## config.mk

```make
export PLATFORM = sky130hd
export DESIGN_NAME = mmio_bridge
export DESIGN_NICKNAME = d
export VERILOG_FILES = /design/src/rtl/mmio_bridge_pkg.sv /design/src/rtl/mmio_bridge_io_regs.sv /design/src/rtl/mmio_bridge.sv
export SDC_FILE = /design/constraint.sdc
export NUM_CORES = 1
export LEC_CHECK = 0
export CAP_MARGIN = 20
export CORE_MARGIN = 10
export CORE_UTILIZATION = 43
export DETAILED_ROUTE_END_ITERATION = 16
export PLACE_DENSITY = 0.8
export SYNTH_ARGS = -nofsm -noshare
export SYNTH_HDL_FRONTEND = slang
export SYNTH_SLANG_ARGS = --single-unit
```

## constraint.sdc

```tcl
create_clock -name Clk -period 2.6 [get_ports Clk]
set_input_delay 0.65 -clock Clk [delete_from_list [all_inputs] [get_ports Clk]]
set_output_delay 0.65 -clock Clk [all_outputs]
set_load 0.05 [all_outputs]
```

## src/rtl/mmio_bridge_pkg.sv

```systemverilog
// Shared types and constants for the MMIO bridge: FSM state encoding and I/O register offsets.
package mmio_pkg;

  typedef enum logic [1:0] {
    IDLE = 2'd0,
    SRAM = 2'd1,
    RESP = 2'd2
  } mmio_state_t;

  localparam int IO_OFS_SW_HEX = 0;
  localparam int IO_OFS_LED    = 1;

endpackage

```

## src/rtl/mmio_bridge_io_regs.sv

```systemverilog
// Board I/O register bank: hex digit and LED registers, plus the read mux over switches/LED.
module mmio_io_regs
  import mmio_pkg::*;
#(
  parameter int DATA_W = 16,
  parameter int ADDR_W = 16,
  parameter int SW_W   = 16,
  parameter int N_HEX  = 4
) (
  input  logic                clk,
  input  logic                srst,
  input  logic                wr,
  input  logic [ADDR_W-1:0]   ofs,
  input  logic [DATA_W-1:0]   wdata,
  input  logic [SW_W-1:0]     switches,
  output logic [DATA_W-1:0]   rdata,
  output logic [N_HEX*4-1:0]  hex_digits,
  output logic [DATA_W-1:0]   led
);

  logic              sel_hex;
  logic              sel_led;
  logic [DATA_W-1:0] led_reg;

  assign sel_hex = (ofs == ADDR_W'(IO_OFS_SW_HEX));
  assign sel_led = (ofs == ADDR_W'(IO_OFS_LED));

  // One nibble register per displayed digit; only the low N_HEX digits of wdata are kept.
  for (genvar gi = 0; gi < N_HEX; gi++) begin : g_digit
    logic [3:0] digit_reg;
    always_ff @(posedge clk) begin
      if (srst) begin
        digit_reg <= '0;
      end else if (wr && sel_hex) begin
        digit_reg <= wdata[4*gi +: 4];
      end
    end
    assign hex_digits[4*gi +: 4] = digit_reg;
  end

  always_ff @(posedge clk) begin
    if (srst) begin
      led_reg <= '0;
    end else if (wr && sel_led) begin
      led_reg <= wdata;
    end
  end

  assign led = led_reg;

  // Unmapped offsets read as zero.
  always_comb begin
    rdata = '0;
    if (sel_hex) begin
      rdata[SW_W-1:0] = switches;
    end else if (sel_led) begin
      rdata = led_reg;
    end
  end

endmodule

```

## src/rtl/mmio_bridge.sv

```systemverilog
// MAR/MDR to board-resource bridge: request/ready handshake, SRAM access with wait states,
// and single-cycle I/O registers above IO_BASE. All outputs are registered.
module mmio_bridge
  import mmio_pkg::*;
#(
  parameter int                DATA_W    = 16,
  parameter int                ADDR_W    = 16,
  parameter int                SW_W      = 16,
  parameter int                N_HEX     = 4,
  parameter int                SRAM_WAIT = 1,
  parameter logic [ADDR_W-1:0] IO_BASE   = 16'hFFFE
) (
  input  logic                Clk,
  input  logic                Reset,
  input  logic                cpu_req,
  input  logic                cpu_we,
  input  logic [ADDR_W-1:0]   cpu_addr,
  input  logic [DATA_W-1:0]   cpu_wdata,
  output logic [DATA_W-1:0]   cpu_rdata,
  output logic                cpu_ready,
  output logic                busy,
  output logic [ADDR_W-1:0]   sram_addr,
  output logic [DATA_W-1:0]   sram_wdata,
  input  logic [DATA_W-1:0]   sram_rdata,
  output logic                sram_oe,
  output logic                sram_we,
  input  logic [SW_W-1:0]     switches,
  output logic [N_HEX*4-1:0]  hex_digits,
  output logic [DATA_W-1:0]   led
);

  localparam int CNT_W = (SRAM_WAIT > 0) ? $clog2(SRAM_WAIT + 1) : 1;

  mmio_state_t       state_reg, state_next;
  logic [CNT_W-1:0]  cnt_reg;
  logic              we_reg;
  logic [ADDR_W-1:0] addr_reg;
  logic [DATA_W-1:0] wdata_reg;
  logic [DATA_W-1:0] rdata_reg;
  logic              ready_reg, busy_reg, oe_reg, wstb_reg;

  logic              accept, is_io, io_wr, we_next;
  logic [ADDR_W-1:0] io_ofs;
  logic [DATA_W-1:0] io_rdata;

  assign accept  = (state_reg == IDLE) && cpu_req;
  assign is_io   = (cpu_addr >= IO_BASE);
  assign io_ofs  = cpu_addr - IO_BASE;
  assign io_wr   = accept && is_io && cpu_we;
  assign we_next = accept ? cpu_we : we_reg;

  mmio_io_regs #(
    .DATA_W (DATA_W),
    .ADDR_W (ADDR_W),
    .SW_W   (SW_W),
    .N_HEX  (N_HEX)
  ) u_io_regs (
    .clk        (Clk),
    .srst       (Reset),
    .wr         (io_wr),
    .ofs        (io_ofs),
    .wdata      (cpu_wdata),
    .switches   (switches),
    .rdata      (io_rdata),
    .hex_digits (hex_digits),
    .led        (led)
  );

  always_comb begin
    state_next = state_reg;
    case (state_reg)
      IDLE:    if (cpu_req) state_next = is_io ? RESP : SRAM;
      SRAM:    if (cnt_reg == '0) state_next = RESP;
      RESP:    state_next = IDLE;
      default: state_next = IDLE;
    endcase
  end

  always_ff @(posedge Clk) begin
    if (Reset) begin
      state_reg <= IDLE;
      cnt_reg   <= '0;
      we_reg    <= 1'b0;
      addr_reg  <= '0;
      wdata_reg <= '0;
      rdata_reg <= '0;
      ready_reg <= 1'b0;
      busy_reg  <= 1'b0;
      oe_reg    <= 1'b0;
      wstb_reg  <= 1'b0;
    end else begin
      state_reg <= state_next;
      if (accept) begin
        addr_reg  <= cpu_addr;
        wdata_reg <= cpu_wdata;
        we_reg    <= cpu_we;
        cnt_reg   <= CNT_W'(SRAM_WAIT);
        // I/O reads complete on the accept edge, so the result is captured here.
        if (is_io && !cpu_we) rdata_reg <= io_rdata;
      end else if (state_reg == SRAM) begin
        if (cnt_reg != '0) begin
          cnt_reg <= cnt_reg - CNT_W'(1);
        end else if (!we_reg) begin
          rdata_reg <= sram_rdata;
        end
      end
      // Output flops are loaded from the next state so they line up with the state register.
      ready_reg <= (state_next == RESP);
      busy_reg  <= (state_next != IDLE);
      oe_reg    <= (state_next == SRAM) && !we_next;
      wstb_reg  <= (state_next == SRAM) && we_next;
    end
  end

  assign cpu_rdata  = rdata_reg;
  assign cpu_ready  = ready_reg;
  assign busy       = busy_reg;
  assign sram_addr  = addr_reg;
  assign sram_wdata = wdata_reg;
  assign sram_oe    = oe_reg;
  assign sram_we    = wstb_reg;

endmodule

```

Yosys cells after proc, flatten, opt, wreduce, memory -nomap -nowiden
Cells that the tools add are included.
- bits in registers: 88
- bits of input ports: 68
- output and inout bits: 84
- logic and storage cells: 55
- add/subtract/negate cells: 2
- $lt $le $gt $ge: 1
- equal/unequal tests: 7
- multiplexer cells: 15
- reductions and logical operators: 15
- operators with widths (kind ; number):
    2-to-1 mux 16 bit ; 7
    == test 16 x 1 -> 1 bit (second input constant) ; 1
    greater-or-equal comparator 16 bit (second input constant) ; 1
    logical NOT 16 bit ; 1
    subtractor 16 bit (second input constant) ; 1
    logical AND 1 bit ; 8
    2-to-1 mux 2 bit ; 3
    inequality test 2 x 1 -> 1 bit (second input constant) ; 3
    == test 2 x 1 -> 1 bit (second input constant) ; 2
    2-to-1 mux 1 bit ; 4
    case mux 2 bit (2 select lines) ; 1
    AND reduction 4 bit ; 1
    nonzero test 2 bit ; 2
    == test 2 bit (second input constant) ; 1
    logical NOT 1 bit ; 2
    logical NOT 2 bit ; 1
    subtractor 1 bit (second input constant) ; 1

Longest topological paths before layout
Gate-level depths: netlist of the first run.
- word-level depth: 6
- depth in mapped cells: 8
- gate-level depth less buffers: 6

Cells and area by module
A second synthesis of the first run with hierarchy kept.
- cells, all modules: 459
- area total of the unflattened synthesis: 4093.9 um^2
- by module, submodules not included (module ; instances ; cells each ; area each (um^2) ; seq. area each (um^2)):
    mmio_bridge ; 1 ; 307 ; 2518.7 ; 1121.1
    mmio_io_regs ; 1 ; 152 ; 1575.3 ; 640.6

Least setup slack after synthesis of the first run
No wires, ideal clock.
- path kind: input -> register
- start point: input port cpu_addr[1]
- end point: register rdata_reg[10], in the netlist cpu_rdata[10]
- library setup time: 73 ps
- data arrival time: 2301 ps
- required time: 2527 ps
- slack: 226 ps
- stages on the path: 8
- path buffers: 2
- cells stage by stage: ha_1 > inv_1 > or3_1 > a211o_1 > or3_1 > buf_2 > buf_6 > o211ai_2
- longest elaborated chain between the ends: 6
- elaborated cells on any way between the ends: 11
- classes of those cells: 1 x add/sub; 1 x order compare; 2 x eq/ne; 4 x mux; 3 x reduce/logical
- RTL lines (what ; RTL line ; text):
    start: declaration ; mmio_bridge.sv:17 ; input logic [ADDR_W-1:0] cpu_addr,
    subtractor 16 bit ; mmio_bridge.sv:48 ; assign io_ofs = cpu_addr - IO_BASE;
    == test 16 x 1 -> 1 bit ; mmio_bridge_io_regs.sv:26 ; assign sel_led = (ofs == ADDR_W'(IO_OFS_LED));
    2-to-1 mux 16 bit ; mmio_bridge_io_regs.sv:56 ; end else if (sel_led) begin
    2-to-1 mux 16 bit ; mmio_bridge_io_regs.sv:54 ; if (sel_hex) begin
    2-to-1 mux 16 bit ; mmio_bridge.sv:99 ; if (is_io && !cpu_we) rdata_reg <= io_rdata;
    2-to-1 mux 16 bit ; mmio_bridge.sv:93 ; if (accept) begin
    end signal: assignment ; mmio_bridge.sv:99 ;
    end signal: assignment ; mmio_bridge.sv:104 ; rdata_reg <= sram_rdata;
    end: declaration ; mmio_bridge.sv:39 ; logic [DATA_W-1:0] rdata_reg;
Several ways; a longest one is shown, not always the timed one. The select of a mux whose other input is x is not followed.
A chain may end at the register's enable or synchronous reset.

Worst setup path in the final report of the first run
- start point: input port cpu_addr[1]
- end point: register rdata_reg[3], in the netlist cpu_rdata[3]
The elaborated chain is that of the path after synthesis.

==> results of run 1 <==
-- tightest hold or removal path: stages (launching register included) --
cell	delay (ns)
dfxtp_1	0.31
nand2_1	0.05
a21oi_1	0.05
-- logic make-up after synthesis --
group	Yosys count	share of synthesized area
buffers and inverters	46	0.0484
adder cells (fa/ha/maj)	1	0.00329
AO/OA/AOI/OAI	140	0.245
multiplexers	17	0.0448
flip-flops	88	0.464
AND/OR/NAND/NOR	154	0.195
-- cell type report --
type | instances | share of cell area
Timing Repair Buffer | 184 | 0.315
Tap cell | 108 | 0.0229
Clock inverter | 6 | 0.0157
Multi-Input combinational cell | 312 | 0.324
Clock buffer | 10 | 0.0216
Sequential cell | 88 | 0.298
Inverter | 4 | 0.00254
-- cells in the mapped netlist, drive strengths merged --
library cell	number
a211o	2
o31ai	33
nand4	37
nand4b	1
nor4	3
clkbuf	35
and3b	1
and3	2
or3	3
nor2b	3
and4b	1
and4	1
inv	4
a21oi	69
nand2	90
buf	7
a2111oi	1
o21ai	1
ha	1
a211oi	2
or2	1
nor3b	2
mux2i	17
dfxtp	88
nand3	2
nor3	1
o211ai	32
nor2	6
-- power by group through the flow --
stage                     sequential, W  combinational, W  clock (W)
after detailed placement        0.00146          0.000653          0
final                           0.00143          0.000658    0.00104
after floorplan                 0.00162          0.000177          0
after global routing            0.00144          0.000698    0.00113
after CTS                       0.00143          0.000656    0.00106
after global placement          0.00146          0.000645          0
-- per-stage QoR --
stage,instance area (um^2),TNS [ns]
finish,5900,0
global route,5900,0
CTS,5860,0
detailed placement,5640,-12.53
global placement,5640,-10.48
floorplan,3800,0
-- metal layers --
layer	part of all wire	routed length [um]	global-route usage	vias up
met3	0.091	1270	0.0619	11
met2	0.49	6810	0.334	156
li1	-	-	-	1945
met1	0.41	5640	0.261	1936
met5	0	0	0	-
met4	0.013	177	0.0635	0
-- worst max path at each step --
| stage | end | cells after the start |
|---|---|---|
| 2_1_floorplan | cpu_rdata[10] | 8 |
| 3_3_place_gp | cpu_rdata[0] | 8 |
| 3_5_place_dp | cpu_rdata[3] | 8 |
| 4_1_cts | cpu_rdata[3] | 8 |
| 5_1_grt | cpu_rdata[15] | 8 |
| 6_report | cpu_rdata[3] | 8 |
-- repair_timing --
item	in CTS	in global routing
gates resized for setup	0	8
setup endpoints to repair	0	22
setup buffers	0	1
==> metrics list, run 1 <==
- Detailed-route wire length per cell: between 15 and 20 um
* Core box area: just under 9000 um^2
- Most frequent cell on the critical path: or3_4
- Summing all multi-input logic gate instances after layout gives around 1900 um^2.
- The worst register-to-register path begins at state_reg[1].
- In this run the worst hold path is classified as reg -> reg.
* Share of power burned in the clock network: 0.333
- Clock period minus worst slack: roughly 2.6 ns
- Vias: ~4000
* Area delta synth->final: 55.4%
- For this run, the post-layout net count is around 670.
- STA puts the critical path data required time at ~2.9 ns.
- Die H: roughly 110 um
- In this run the static leakage power is 2.09 nW.
- Family of cells with the greatest summed delay on the critical path: simple AND/OR/NAND/NOR gates
- For this run, the number of standard cells in the final layout without fillers is roughly 700.
- Clock root cell: clkbuf_8
- The die is around 110 um wide.
- End point of the most critical hold path: sram_wdata[13]
- Layout cells sized above 1: 0.116
- The clock passes through at most 2 buffers.
- Highest clock rate: 0.390 GHz
- Net load switching power: 0.000920 W
- The most critical setup path has its startpoint at cpu_addr[1].
* DRC viols: 0
- Unique cell type count in the Yosys netlist: 32
* Clock Sinks: 88
- CTS tree: built
- Final HPWL from detailed placement: slightly above 10000 um
- The cell area that synthesis handed to floorplanning was 3800 um^2.
- Each instance of the synthesized netlist takes up on average between 8 and 9 um^2.
- Startpoint-to-endpoint class of the critical path: in -> reg
- STA classifies the critical path startpoint as an input port.
- Area enclosed by the die boundary: 13000 um^2
* Hold_sp: sram_wdata[13]
- Final Max Tran Viols: 0
- Post-synth top area cell: dfxtp_1
* Number of standard cells after synthesis: approximately 450
- Flip-flop and latch count after synthesis: a little under 90
- Drt via density: 5.69
- During I/O placement, the number of pins put on the boundary was 152.
* Critical register-to-register path endpoint: u_io_regs.g_digit[1].digit_reg[1]
* Max-cap viol count: 0
- IR analysis of the VDD net gives a maximum drop of between 0.0003 and 0.0004 V.
- Maximum number of pins on one net before global-route repair: 44
- Routability-driven placement finished with a final weighted congestion of 0.872.
- The filler cells instantiated in the layout total around 730.
- Slew at the pin closest to its max-slew limit: between 0.5 and 0.6 ns
- The number of antenna diodes in the final layout is 0.
- Aggregate global-route resource usage: 0.208
* Worst Reg-to-Reg Cells: 6
- The run finished with clean final reports.
- Wire length of the first global-routing pass: approximately 22000 um
- Counting the buffers created by CTS gives 9.
- In the layout the commonest cells are clkdlybuf4s50_1, nand2_1, dfxtp_1, a21oi_1, nand4_1.
* Period utilisation layout: 0.987
- The share of synthesized area in the top cell type comes to 0.464.
- Worst hold margin: ~0.46 ns
- Setup crit end kind: register
* Arrival time reported for the critical path endpoint: about 2.8 ns
- DRC violation total after the first TritonRoute iteration: 373
- Initial core utilization: 0.438
* Critical path's slowest cell: clkdlybuf4s50_1
* Deepest level of the CTS H-tree: 3
- Internal cell power: ~0.0022 W
- In the final layout, flip-flops and latches occupy between 1500 and 2000 um^2.
- The via count of the first global-routing pass came to slightly above 4000.
- Clock slew at the register clock pins of the worst setup and hold paths: 0.08 ns
- Max Clock Skew: 0.00894 ns
- Of the total power, combinational logic draws 0.210.
* Final number of setup-violating endpoints: 0
- Insertion delay to the later sink of the worst-skew pair: 0.35 ns
- Max stage delay on crit path: between 0.4 and 0.5 ns
* Worst path cell trace: clkdlybuf4s50_1 -> ha_2 -> inv_1 -> or3_4 -> a211o_1 -> or3_4 -> buf_12 -> o211ai_1
* Setup slack, reg-to-reg: 0.67 ns
- In this run the remaining antenna-violating nets after routing total 0.
* Hold depth: 2
* Post-synth net total: 515
* Sequential group share of total power: 0.457
* Area contributors post-synth: dfxtp_1, a21oi_1, nand2_1, o31ai_1, nand4_1
- Number of antenna violations at the first check in global routing: 0
- Minimum setup slack after placement: -0.330 ns
- The critical path contains buffers and inverters numbering 3 combined.
- The final count of hold timing violations is 0.
- During synthesis, Yosys emitted a total of 0 warnings.
- The first detailed-routing pass ran for 4 iterations.
* Maximum fanout along the worst path: 16
* Slew headroom: 0.621
* Switching share of total power: 0.294
- Total congestion overflow: 0
- Buffers placed on the I/O ports in this run total ~150.
* Sequential element share of the synthesized area: 0.464
- Power density over the cells: roughly 530 nW/um^2
* Most common cell after layout, fill and taps aside: clkdlybuf4s50_1
* Setup repair after global routing missed its margin: yes
* Hold bufs inserted after CTS: 0
* Total power after layout: ~0.0031 W
- Across all setup checks in the final design, the least slack found is about 0.033 ns.
- Total Routed Length: 13900 um
* Number of rows created at floorplan: 34
* Number of placed instances, taps included: 695
- Util after Layout: 0.680
(Power assumes the default switching activity.)
==> inputs of run 2 (changes only) <==
ABC_CLOCK_PERIOD_IN_PS = 3200   (was default)
CORE_UTILIZATION = 45   (was 43)
PLACE_DENSITY = 0.83   (was 0.8)
clock period = 3.2 ns   (was 2.6 ns; I/O delays follow)
==> run 2 against run 1 <==
Effect of this change: critical path depth unchanged; via count is 0.20% higher; worst hold slack improved by 0.0019 ns; power down 17%; core utilization grew 1.3 points; clock-buffer cell count is the same; critical path type unchanged; largest cell class unchanged.
==> metrics list, run 2 (synthesis results as in run 1) <==
- Insertion delay to the later sink of the worst-skew pair: 0.36 ns
- Number of global-route vias before repair: approximately 3800
* Summed negative setup slack over all endpoints: 0 ns
* Highest clock rate: about 0.35 GHz
- Hold Path Class: reg -> reg
- Max-cap viol count: 0
- For the worst setup path, the data arrival time is 3.13 ns.
- In this run the remaining antenna-violating nets after routing total 0.
* Least setup slack across all paths after layout: roughly 0.34 ns
- Final net count: between 600 and 700
* Number of antenna violations at the first check in global routing: 0
* I/O Buffers: about 150
- Final HPWL from detailed placement: about 10000 um
* Deepest level of the CTS H-tree: 3
- CTS saw between 80 and 90 sinks.
- Between clock sinks in the finished design, the worst skew comes to approximately 0.011 ns.
- DRC violation total after the first TritonRoute iteration: 385
- For this design the top-level I/O count stands at 152.
* Hold depth: 2
* Power density over the cells: roughly 460 nW/um^2
- Worst hold margin: around 0.46 ns
* Clock period minus worst slack: 2.86 ns
- The initial utilization of the core area, before any placement, comes to 0.462.
- The total count of max-transition violations in the final report is 0.
- Critical Path Source Type: input port
* Status: finished, final reports clean
- Maximum fanout along the worst path: 16
- Net load switching power: between 0.0007 and 0.0008 W
- Setup violations remaining at the end of the flow were counted as 0.
* Detailed-router iteration count before antenna repair: 5
- Period utilisation layout: 0.894
- Counting cells, the worst reg-to-reg path comes to 6.
- Number of rows created at floorplan: 33
* Wire length of the first global-routing pass: between 20000 and 25000 um
* Static Leak: 2.00 nW
- Worst vdd ir: about 0.00022 V
- Sequential group share of total power: 0.447
- Proportion of power drawn by combinational gates: 0.195
- Resized cells post-CTS: 0
- The final count of hold timing violations is 0.
- 0 antenna diodes ended up in the layout.
- The total overflow left after global routing is 0.
- The die is roughly 110 um wide.
- Layout cells sized above 1: 0.0833
- Internal cell power: about 0.0019 W
- Once the clock tree was built, the setup fixing pass inserted 0 buffers.
- Entering global routing, the biggest net connects 58 pins.
- Bufs on Longest Clock Path: 2
- For this run, the total global-route usage over all layers was measured as 0.201.
* Startpoint-to-endpoint class of the critical path: in -> reg
- At the end of the flow the core is filled with cells to 0.693.
- Slew headroom: 0.606
- The top cell types in the final layout, fill and taps aside, are clkdlybuf4s50_1, nand2_1, dfxtp_1, a21oi_1, nand4_1.
* Clock root cell: clkbuf_8
- STA classifies the critical path endpoint as a register.
* Drt via density: 5.85
- In the final routed layout, each cell accounts on average for between 15 and 20 um.
* Share of power burned in the clock network: 0.359
* Vias: 4056
* Switching share of total power: 0.282
- Area delta synth->final: 50.0%
- Weighted congestion reported at the end of routability-driven placement: 0.861
- Setup repair after global routing left no endpoint under its margin.
* Clock slew at the register clock pins of the worst setup and hold paths: roughly 0.09 ns
- Area enclosed by the die boundary: approximately 13000 um^2
* Most common cell after layout, fill and taps aside: clkdlybuf4s50_1
- Total Routed Length: between 10000 and 15000 um
* Minimum setup slack after placement: around 0.0097 ns
- Data required time of the worst path: roughly 3.5 ns
- DRC viols: 0
- The floorplan step defined a core boundary enclosing 8220 um^2.
* Hold bufs inserted after CTS: 0
- CTS tree: built
* Slew at the pin closest to its max-slew limit: 0.591 ns
- The die is ~110 um tall.
- Number of clock buffers inserted by TritonCTS: 9
run 2: changes by cell type in the layout (fill, tap and decap cells not counted), moves of 2 or more:
cell	before	now
or3_1	1	3
buf_12	8	2
o31ai_1	30	33
o31ai_2	3	0
or3_4	2	0
clkinvlp_4	2	0
buf_4	24	16
run 2: per-stage QoR:
step / total power, W / instance area, um^2 / cells
global route: 0.00269 / 5700 / 693
floorplan: 0.00146 / 3800 / 446
finish: 0.00260 / 5700 / 693
CTS: 0.00261 / 5700 / 693
detailed placement: 0.00169 / 5460 / 678
global placement: 0.00168 / 5450 / 677
run 2: worst paths after layout:
kind,startpoint,end,slack [ns]
max,cpu_addr[2],cpu_rdata[0],0.34
min,sram_wdata[6],sram_wdata[6],0.46
max reg2reg,state_reg[1],cpu_rdata[0],1.08
min reg2reg,sram_wdata[6],sram_wdata[6],0.46
run 2: power by group through the flow:
stage	Clock [W]	Sequential, W	Combinational, W
after floorplan	0	0.00132	0.000144
after global placement	0	0.00118	0.000494
after detailed placement	0	0.00119	0.000502
after CTS	0.000940	0.00116	0.000506
after global routing	0.000988	0.00116	0.000533
final	0.000931	0.00116	0.000506
run 2: final cells by class:
type	instances	area, um^2
well taps	105	131
clock inverters	5	104
fillers	655	2520
inverters	4	15.0
clock buffers	10	138
flip-flops and latches	88	1760
multi-input cells	312	1880
repair buffers	169	1670
run 2: routing by layer:
layer / global-route usage / wire [um] / vias up
li1: - / - / 1913
met1: 0.249 / 5460 / 1927
met2: 0.325 / 6460 / 196
met3: 0.0564 / 1230 / 20
met4: 0.0746 / 264 / 0
met5: 0 / 0 / -
run 2: worst max-delay path: stages:
cell and delay [ns]:
clkdlybuf4s50_1 0.53, ha_1 0.21, inv_1 0.05, or3_1 0.42, a211o_1 0.32, or3_1 0.41, buf_12 0.18, o211ai_1 0.21
